**src/rtl/uart_byte_rx.sv**
```systemverilog
// uart_byte_rx: 8N1 UART receiver with 16x oversampling and 3-sample majority
// voting. It is the receive-side partner of the uart_top transmitter and uses
// the same Baudrate_Set encoding.
//
// Ports:
//   clk          system clock, rising edge
//   rst          synchronous active-high reset
//   Baudrate_Set 0=9600 1=19200 2=38400 3=57600 4=115200 5..7=9600
//   data_rx      asynchronous serial input, idles high
//   data         last correctly framed byte
//   Rx_Done      one-cycle strobe; data is valid from this cycle on
//   frame_err    one-cycle strobe when the stop bit samples low
//   busy         high while a frame is in progress
module uart_byte_rx #(
  parameter int CLK_FREQ = 50_000_000
) (
  input  logic       clk,
  input  logic       rst,
  input  logic [2:0] Baudrate_Set,
  input  logic       data_rx,
  output logic [7:0] data,
  output logic       Rx_Done,
  output logic       frame_err,
  output logic       busy
);

  localparam int DIV_9600   = CLK_FREQ / (9600   * 16);
  localparam int DIV_19200  = CLK_FREQ / (19200  * 16);
  localparam int DIV_38400  = CLK_FREQ / (38400  * 16);
  localparam int DIV_57600  = CLK_FREQ / (57600  * 16);
  localparam int DIV_115200 = CLK_FREQ / (115200 * 16);

  typedef enum logic [1:0] {IDLE, START, DATA, STOP} state_t;

  state_t      state, state_n;
  logic        sync1, sync2, edge_q;
  logic [2:0]  baud_q;
  logic [15:0] div_cnt, div_last;
  logic [3:0]  tick_idx;
  logic [2:0]  bit_cnt;
  logic [1:0]  smp;
  logic [7:0]  shift_reg;
  logic        tick, fall, maj, at9, at15;
  logic        start_det, shift_en, bit_inc, done_set, ferr_set;

  // Divisor comes from the baud latched at start so a mid-frame change of
  // Baudrate_Set cannot disturb the frame being received.
  always_comb begin
    case (baud_q)
      3'd1:    div_last = 16'(DIV_19200  - 1);
      3'd2:    div_last = 16'(DIV_38400  - 1);
      3'd3:    div_last = 16'(DIV_57600  - 1);
      3'd4:    div_last = 16'(DIV_115200 - 1);
      default: div_last = 16'(DIV_9600   - 1);
    endcase
  end

  assign tick = (div_cnt == div_last);
  assign fall = edge_q & ~sync2;
  // Samples from ticks 7 and 8 are held in smp; tick 9 uses the live value.
  assign maj  = (smp[0] & smp[1]) | (smp[0] & sync2) | (smp[1] & sync2);
  assign at9  = tick && (tick_idx == 4'd9);
  assign at15 = tick && (tick_idx == 4'd15);
  assign busy = (state != IDLE);

  always_comb begin
    state_n   = state;
    start_det = 1'b0;
    shift_en  = 1'b0;
    bit_inc   = 1'b0;
    done_set  = 1'b0;
    ferr_set  = 1'b0;
    case (state)
      IDLE: if (fall) begin
        state_n   = START;
        start_det = 1'b1;
      end
      START: begin
        if (at9 && maj)  state_n = IDLE;   // glitch, not a real start bit
        else if (at15)   state_n = DATA;
      end
      DATA: begin
        if (at9) shift_en = 1'b1;
        if (at15) begin
          if (bit_cnt == 3'd7) state_n = STOP;
          else                 bit_inc = 1'b1;
        end
      end
      STOP: if (at9) begin
        // Leave at mid-stop so a following start edge is never missed.
        state_n = IDLE;
        if (maj) done_set = 1'b1;
        else     ferr_set = 1'b1;
      end
      default: state_n = IDLE;
    endcase
  end

  always_ff @(posedge clk) begin
    if (rst) begin
      sync1     <= 1'b1;
      sync2     <= 1'b1;
      edge_q    <= 1'b1;
      state     <= IDLE;
      baud_q    <= 3'd0;
      div_cnt   <= 16'd0;
      tick_idx  <= 4'd0;
      bit_cnt   <= 3'd0;
      smp       <= 2'b11;
      shift_reg <= 8'h00;
      data      <= 8'h00;
      Rx_Done   <= 1'b0;
      frame_err <= 1'b0;
    end else begin
      sync1     <= data_rx;
      sync2     <= sync1;
      edge_q    <= sync2;
      state     <= state_n;
      Rx_Done   <= done_set;
      frame_err <= ferr_set;

      if (start_det) begin
        baud_q   <= Baudrate_Set;
        div_cnt  <= 16'd0;
        tick_idx <= 4'd0;
        bit_cnt  <= 3'd0;
      end else if (state == IDLE) begin
        div_cnt  <= 16'd0;
      end else if (tick) begin
        div_cnt  <= 16'd0;
        tick_idx <= tick_idx + 4'd1;   // wraps 15 -> 0 at each bit boundary
        if (tick_idx == 4'd7) smp[0] <= sync2;
        if (tick_idx == 4'd8) smp[1] <= sync2;
      end else begin
        div_cnt  <= div_cnt + 16'd1;
      end

      if (shift_en) shift_reg[bit_cnt] <= maj;
      if (bit_inc)  bit_cnt <= bit_cnt + 3'd1;
      if (done_set) data <= shift_reg;
    end
  end

endmodule

```
**config.mk**
```make
export PLATFORM = sky130hd
export DESIGN_NAME = uart_byte_rx
export DESIGN_NICKNAME = d
export VERILOG_FILES = /design/src/rtl/uart_byte_rx.sv
export SDC_FILE = /design/constraint.sdc
export NUM_CORES = 1
export LEC_CHECK = 0
export ABC_AREA = 1
export CAP_MARGIN = 20
export CORE_MARGIN = 10
export CORE_UTILIZATION = 55
export CTS_CLUSTER_DIAMETER = 60
export CTS_CLUSTER_SIZE = 20
export DETAILED_ROUTE_END_ITERATION = 6
export PLACE_DENSITY = 0.75
export SLEW_MARGIN = 20
export SYNTH_ARGS = -nofsm -noshare
export SYNTH_HDL_FRONTEND = slang
export SYNTH_SLANG_ARGS = --single-unit
```
**constraint.sdc**
```tcl
create_clock -name clk -period 2.5 [get_ports clk]
set_clock_uncertainty 0.15 [all_clocks]
set_input_delay 0.625 -clock clk [delete_from_list [all_inputs] [get_ports clk]]
set_output_delay 0.625 -clock clk [all_outputs]
set_load 0.02 [all_outputs]
```
==> results.cfg, run 1 <==
[sta]
hold_viol_final = 0
rsz0062_at_grt = no
fin_ws_ps = 158.8
max_freq_ghz = 0.4271
period_minus_slack_ps = 2341
fin_crit_sh_pct = 93.65
setup-tns-final_ps = 0
whs_ps = 267.4
slew-limit-headroom_pct = 78.36
slew_viol_final = 0
setup_violations = 0
worst_slew_pin_slew_ps = 322.1

[worst_setup_path]
slowest_delay_ps = 620
cp_top_family = buffers and inverters
cp.depth = 3
cp-end-kind = output pin
crit_slowest_cell = clkdlybuf4s50_1
critPathKind = reg2out
cp-endpoint = busy
r2r-start = div_cnt[0]
r2r-end = div_cnt[14]
cp-start-kind = flip-flop
reg2reg_depth = 13
crit_arrival_ps = 1570
worst-endpoint-required_ps = 1730
path_cells = nor2_1 > inv_1 > clkdlybuf4s50_1
critPathBufInv = 2
worst-r2r-setup-slack_ps = 370
crit_start = state[0]
crit_fanout = 5

[cts]
cts_tree = done
clkSinkCount = 51
cts_root_buffer = clkbuf_8
h-tree-depth = 2
clk_latency_ps = 310
path_clk_slew_ps = 90
numCtsBuffers = 5
cts_buffer_depth = 2

[place]
dp_slack_ps = 301.0
io_buffers = 16
dp.cells = 390
dp_hpwl_um = 3419
dpl-instance-area_um2 = 2574
gp_congestion = 0.8522

[synthesis]
yosysUniqueCellTypes = 32
postSynthAreaPerCell_um2 = 7.214
yosysWarnings = 0
netlist_area_um2 = 2337
async_flop_share_pct = 0
synthCells = 324
ys.flop_type = dfxtp_1
ys_ff_latch = 51
syn_nets = 336
synth_enable_flop_cells = 0
seq_area_frac_synth_pct = 43.68

[route]
viasPerCell = 5.083
drt_first_pass_iters = 4
vias = 2033
drc_errors = 0
wl_per_cell_um = 11.57
drt_iter0_drc = 74
routed_wl_um = 4629
ant_nets = 0

[finish]
largest_reg_flops = 16
drive_above_1_share_pct = 8.286
utilization_pct = 65.86
nets = 361
synthToLayoutAreaGrowth_pct = 14.35
fin_area_um2 = 2673
instances_no_fill = 400
antenna_cells = 0

[floorplan]
die_area_um2 = 7257
die_x_um = 85.19
die_y_um = 85.19
core_um2 = 4058
io_pins = 17
initial_core_util_pct = 57.60
rows = 23

[global_routing]
antenna_found_initial = 0
grt_pass1_vias = 2008
grt_max_degree = 23
gr-usage-all-layers_pct = 14.19
grt_pass1_wl_um = 8652
grt_overflow = 0

[outcome]
outcome = finished, final reports clean

[job]
maxCapViolations = 0

[power_and_ir_drop]
power.total_mw = 1.645
irDropWorstVdd_uv = 415.0
power_density_nw_per_um2 = 615.5
p_leak_nw = 1.139

[hold_path]
hold_path_class = reg2reg
==> metal layers <==
metal  part of all wire, %  vias up  GRT usage (%)
met5                     0        -              0
met4                   1.5        0          4.940
met3                   3.7        6          4.971
met2                    47       14          24.52
met1                    47      916          15.69
li1                      -     1097              -
==> area by class of cell <==
cell class	instances	area [um2]
clock buffers	7	76.32
clock inverters	1	5.005
fillers	366	1385
inverters	41	153.9
multi-input cells	228	1149
flip-flops and latches	51	1021
well taps	50	62.56
repair buffers	22	205.2
==> cell usage in the layout (no fill, tap or decap) <==
master,count
nand2_2,1
dfxtp_1,51
nor3b_1,5
inv_2,4
nand3_2,2
nand3_1,11
a21oi_1,26
clkbuf_8,5
clkdlybuf4s50_1,16
buf_4,6
o21ai_2,1
ha_1,6
inv_1,36
or2_2,3
a211oi_1,2
nand3b_1,3
nor2_2,2
o21ai_1,3
clkinv_1,1
clkbuf_1,2
o21a_1,1
o21bai_1,2
nor3_2,1
nor3_1,5
xor2_1,4
nand2_1,60
nor2_1,54
nor4_1,1
nand4_1,5
clkinv_2,1
o21ai_0,24
nand3b_2,1
nor2_4,2
and3_1,2
a21o_1,1
==> power breakdown <==
group          internal, mW  total (mW)  leakage (nW)  switching (mW)
clock                 0.197       0.460        0.0422           0.263
sequential            0.838       0.872         0.412          0.0341
combinational         0.125       0.313         0.685           0.188
==> cells by family (layout without fill, tap and decap cells) <==
| logic type | Yosys count | count (layout) | share of synthesized area [%] |
|---|---|---|---|
| fa+ha+maj | 6 | 6 | 3.212 |
| buf+inv | 45 | 71 | 7.280 |
| xor+xnor | 4 | 4 | 1.499 |
| simple gates | 158 | 158 | 30.68 |
| compound gates | 60 | 60 | 13.65 |
| flops | 51 | 51 | 43.68 |
==> what timing repair did <==
item	CTS	global route
resized for setup	0	1
setup endpoints to repair	0	1
setup buffers	0	2
hold buffers	0	0
==> synthesized netlist by cell type (2+ instances only) <==
cell | count | area share, %
dfxtp_1 | 51 | 44
o21bai_1 | 2 | 0.64
o21ai_0 | 24 | 5.1
a21oi_1 | 26 | 5.6
o21ai_1 | 3 | 0.64
xor2_1 | 4 | 1.5
nand3b_1 | 3 | 0.96
nor3_1 | 5 | 1.1
nand4_1 | 5 | 1.3
nand3_1 | 11 | 2.4
nand2_1 | 60 | 9.6
and3_1 | 2 | 0.54
inv_1 | 36 | 5.8
inv_2 | 4 | 0.64
nor2_1 | 55 | 8.8
nor3b_1 | 5 | 1.6
a211oi_1 | 2 | 0.64
ha_1 | 6 | 3.2
nor2_4 | 2 | 0.96
clkbuf_1 | 3 | 0.48
nand3_2 | 2 | 0.86
or2_2 | 3 | 0.80
==> worst min-delay path by stage <==
stage          start  endpoint  slack, ps  cells past startpoint
6_report       sync1     sync2        270                      1
5_1_grt        sync1     sync2        300                      1
4_1_cts        sync1     sync2        270                      1
3_5_place_dp   sync1     sync2        250                      1
3_3_place_gp   sync1     sync2        240                      1
2_1_floorplan  sync1     sync2        240                      1
==> worst reg2reg max path: cells and delay by family, from the launching register on <==
family,cells,cell delay (ps)
compound gates,2,170
fa+ha+maj,1,190
flops,1,400
buf+inv,1,50
simple gates,9,1070
(Power assumes the default switching activity.)
==> inputs of run 2 (changes only) <==
- RECOVER_POWER: unset -> 50
- TNS_END_PERCENT: unset -> 10
==> run 2 against run 1 <==
  * Worst hold slack about the same
  * First-iteration DRC count fell by 5.4%
  * Register-to-register slack hardly changed
  * Worst setup slack gained 8.2 ps
  * Total power down 0.81%
  * Count of clock-buffer cells in the layout did not move
  * Critical endpoint unchanged
==> results.cfg, run 2 (same netlist as run 1, synthesis figures left out) <==
[cts]
cts_root_buffer = clkbuf_8
h-tree-depth = 2
numCtsBuffers = 5
clkSinkCount = 51
cts_tree = done
clk_latency_ps = 310
path_clk_slew_ps = 90
cts_buffer_depth = 2

[hold_path]
hold_path_class = reg2reg

[place]
io_buffers = 16
dp_slack_ps = 301.0
dp.cells = 390
dpl-instance-area_um2 = 2574
gp_congestion = 0.8522
dp_hpwl_um = 3419

[power_and_ir_drop]
power_density_nw_per_um2 = 613.1
power_switching_mw = 0.4816
seq_power_share_pct = 53.4
clockPowerShare_pct = 28.1
p_leak_nw = 1.166
switching_share_pct = 29.52
irDropWorstVdd_uv = 414.3
comb_power_share_pct = 18.5
p_int_mw = 1.150

[finish]
antenna_cells = 0
nets = 361
fin_area_um2 = 2661
final_cell_mix = nand2_1, nor2_1, dfxtp_1, inv_1, a21oi_1
largest_reg_flops = 16
drive_above_1_share_pct = 7.429
final_common_cell = nand2_1
synthToLayoutAreaGrowth_pct = 13.86
instances_no_fill = 400

[global_routing]
grt_overflow = 0
grt_pass1_vias = 2008
grt_max_degree = 23
grt_pass1_wl_um = 8652
gr-usage-all-layers_pct = 14.19
antenna_found_initial = 0

[worst_setup_path]
crit_slowest_cell = clkdlybuf4s50_1
cp_top_family = buffers and inverters
critPathKind = reg2out
cp-start-kind = flip-flop
critPathBufInv = 2
crit_arrival_ps = 1560
path_cells = nor2_1 > inv_1 > clkdlybuf4s50_1
worst-endpoint-required_ps = 1730
cp-end-kind = output pin
crit_fanout = 5
slowest_delay_ps = 620

[job]
maxCapViolations = 0

[outcome]
outcome = finished, final reports clean

[route]
routed_wl_um = 4599
drt_iter0_drc = 70
wl_per_cell_um = 11.50
viasPerCell = 5.095
vias = 2038
drc_errors = 0
ant_nets = 0
drt_first_pass_iters = 4

[sta]
slew-limit-headroom_pct = 71.38
fin_crit_sh_pct = 93.32
worst_slew_pin_slew_ps = 429.3
setup-tns-final_ps = 0
period_minus_slack_ps = 2333
slew_viol_final = 0
fin_ws_ps = 167.0
hold_viol_final = 0
max_freq_ghz = 0.4286
rsz0062_at_grt = no
setup_violations = 0

[floorplan]
io_pins = 17
die_y_um = 85.19
die_x_um = 85.19
initial_core_util_pct = 57.60
rows = 23
core_um2 = 4058
die_area_um2 = 7257
-- run 2: worst paths after layout --
check / start / end / slack, ps / cells after the start
max: flip-flop / busy / 170 / 3
min: sync1 / sync2 / 270 / 1
max reg2reg: baud_q[0] / smp[0] / 370 / 14
min reg2reg: sync1 / sync2 / 270 / 1
-- run 2: layout make-up --
class / count / area, um2
Clock inverter: 1 / 5.005
Sequential cell: 51 / 1021
Fill cell: 371 / 1396
Inverter: 41 / 153.9
Clock buffer: 7 / 76.32
Timing Repair Buffer: 22 / 193.9
Tap cell: 50 / 62.56
Multi-Input combinational cell: 228 / 1149
-- run 2: repair_timing --
action,4_1_cts,5_1_grt
endpoints found under the setup margin,0,1
buffers inserted,0,2
hold buffers,0,0
resized for setup,0,1
-- run 2: power groups by stage --
stage | registers, mW | logic (mW) | clock network (mW)
floorplan | 0.882 | 0.219 | 0
global placement | 0.887 | 0.293 | 0
detailed placement | 0.889 | 0.296 | 0
CTS | 0.870 | 0.299 | 0.473
global route | 0.876 | 0.346 | 0.503
finish | 0.871 | 0.302 | 0.459
-- run 2: routing by layer --
metal	GRT usage (%)	share of wire, %
met3	4.971	4.6
met5	0	0
met1	15.69	46
met4	4.940	1.5
met2	24.52	48
-- run 2: stage by stage --
step / power (mW) / hold slack (ps) / util [%]
after floorplan: 1.100 / 239.5 / -
after global placement: 1.180 / 240.5 / 63.43
after detailed placement: 1.185 / 248.1 / 63.43
after CTS: 1.642 / 268.8 / 65.43
after global routing: 1.725 / 301.0 / 65.59
final: 1.632 / 267.3 / 65.59
==> inputs of run 3 (changes only) <==
- REMOVE_ABC_BUFFERS: unset -> 1
- TNS_END_PERCENT: 10 -> 20
==> run 3 against run 2 <==
  * Maximum frequency decreased by 1.8%
  * Register-to-register slack got worse by 110 ps
  * Die area unchanged
  * First-iteration DRC count increased by 4.3%
  * Sequential cell count unchanged
  * Critical path type unchanged
  * Cell area increased by 0.47%
  * Largest power group unchanged
  * Highest routed layer unchanged
==> results.cfg, run 3 (same netlist as run 1, synthesis figures left out) <==
[sta]
slew_viol_final = 0
period_minus_slack_ps = 2375
hold_viol_final = 0
rsz0062_at_grt = no
setup_violations = 0
setup-tns-final_ps = 0
worst_slew_pin_slew_ps = 791.0
slew-limit-headroom_pct = 47.27
fin_crit_sh_pct = 94.99
whs_ps = 272.8
fin_ws_ps = 125.2
max_freq_ghz = 0.4211

[route]
drt_iter0_drc = 73
drc_errors = 0
vias = 2053
routed_wl_um = 4679
wl_per_cell_um = 11.79
drt_first_pass_iters = 4
ant_nets = 0
viasPerCell = 5.171

[power_and_ir_drop]
p_leak_nw = 1.170
power_density_nw_per_um2 = 654.5
clockPowerShare_pct = 32.7
irDropWorstVdd_uv = 448.9
seq_power_share_pct = 49.9
p_int_mw = 1.246
switching_share_pct = 28.81
comb_power_share_pct = 17.4
power_switching_mw = 0.5041

[floorplan]
core_um2 = 4058
initial_core_util_pct = 57.60
die_x_um = 85.19
die_y_um = 85.19
rows = 23
die_area_um2 = 7257
io_pins = 17

[global_routing]
antenna_found_initial = 0
grt_max_degree = 23
grt_pass1_wl_um = 8562
grt_overflow = 0
gr-usage-all-layers_pct = 13.81
grt_pass1_vias = 1993

[worst_setup_path]
slowest_delay_ps = 640
crit_fanout = 5
reg2reg_depth = 9
cp-start-kind = flip-flop
crit_start = state[0]
path_cells = nor2_1 > inv_1 > clkdlybuf4s50_1
worst-r2r-setup-slack_ps = 260
cp-end-kind = output pin
crit_arrival_ps = 1600
r2r-start = baud_q[0]
worst-endpoint-required_ps = 1730
cp-endpoint = busy
crit_slowest_cell = clkdlybuf4s50_1
critPathKind = reg2out
r2r-end = div_cnt[13]

[cts]
clk_latency_ps = 310
cts_root_buffer = clkbuf_8
ctsHoldBuffers = 0
numCtsBuffers = 5
postCtsSetupBuffers = 0
h-tree-depth = 2
cts_tree = done
cts_buffer_depth = 2
path_clk_slew_ps = 90
clkSinkCount = 51

[finish]
drive_above_1_share_pct = 7.493
nets = 358
synthToLayoutAreaGrowth_pct = 14.40
utilization_pct = 65.90
final_cell_mix = nand2_1, nor2_1, dfxtp_1, inv_1, a21oi_1
final_common_cell = nand2_1
antenna_cells = 0
fin_area_um2 = 2674
largest_reg_flops = 16

[hold_path]
min_path_cells = 1
hold_path_class = reg2reg

[place]
dpl-instance-area_um2 = 2566
dp_hpwl_um = 3439
dp_slack_ps = 235.5
io_buffers = 16
gp_congestion = 0.8613

[outcome]
outcome = finished, final reports clean

[job]
maxCapViolations = 0
## run 3: metal layers
metal | wire length, um | vias up | global-route usage (%)
li1 | - | 1085 | -
met1 | 2185 | 940 | 16.00
met2 | 2282 | 22 | 24.11
met3 | 136 | 6 | 3.442
met4 | 73 | 0 | 4.491
met5 | 0 | - | 0
## run 3: per-stage QoR
| stage | cells | power (mW) |
|---|---|---|
| global placement | 389 | 1.185 |
| detailed placement | 389 | 1.190 |
| CTS | 397 | 1.768 |
| floorplan | 320 | 1.093 |
| finish | 397 | 1.750 |
| global route | 397 | 1.831 |
## run 3: area by class of cell
class | instances | area [um2]
clock buffer | 5 | 68.82
clock inverter | 3 | 43.79
fill | 370 | 1384
inverter | 41 | 153.9
multi-input combinational | 228 | 1149
sequential | 51 | 1021
tap | 50 | 62.56
timing repair buffer | 19 | 175.2
## run 3: power groups by stage
stage	clock network (mW)	registers (mW)	logic, mW
after floorplan	0	0.882	0.211
after CTS	0.591	0.871	0.305
final	0.573	0.873	0.304
after global placement	0	0.888	0.296
after detailed placement	0	0.890	0.301
after global routing	0.609	0.876	0.346
## run 3: what timing repair did
| item | 4_1_cts | 5_1_grt |
|---|---|---|
| endpoints found under the hold margin | 0 | 0 |
| endpoints found under the setup margin | 0 | 1 |
| resized for setup | 0 | 1 |
## run 3: worst min-delay path by stage
| stage | from | to |
|---|---|---|
| finish | sync1 | sync2 |
| global route | sync1 | sync2 |
| CTS | sync1 | sync2 |
| detailed placement | sync1 | sync2 |
| global placement | sync1 | sync2 |
| floorplan | sync1 | sync2 |
## run 3: critical path, delay by kind of cell, from the launching register on
| family | cells | cell delay, ps |
|---|---|---|
| buffers and inverters | 2 | 790 |
| DFF | 1 | 420 |
| and+or+nand+nor | 1 | 80 |
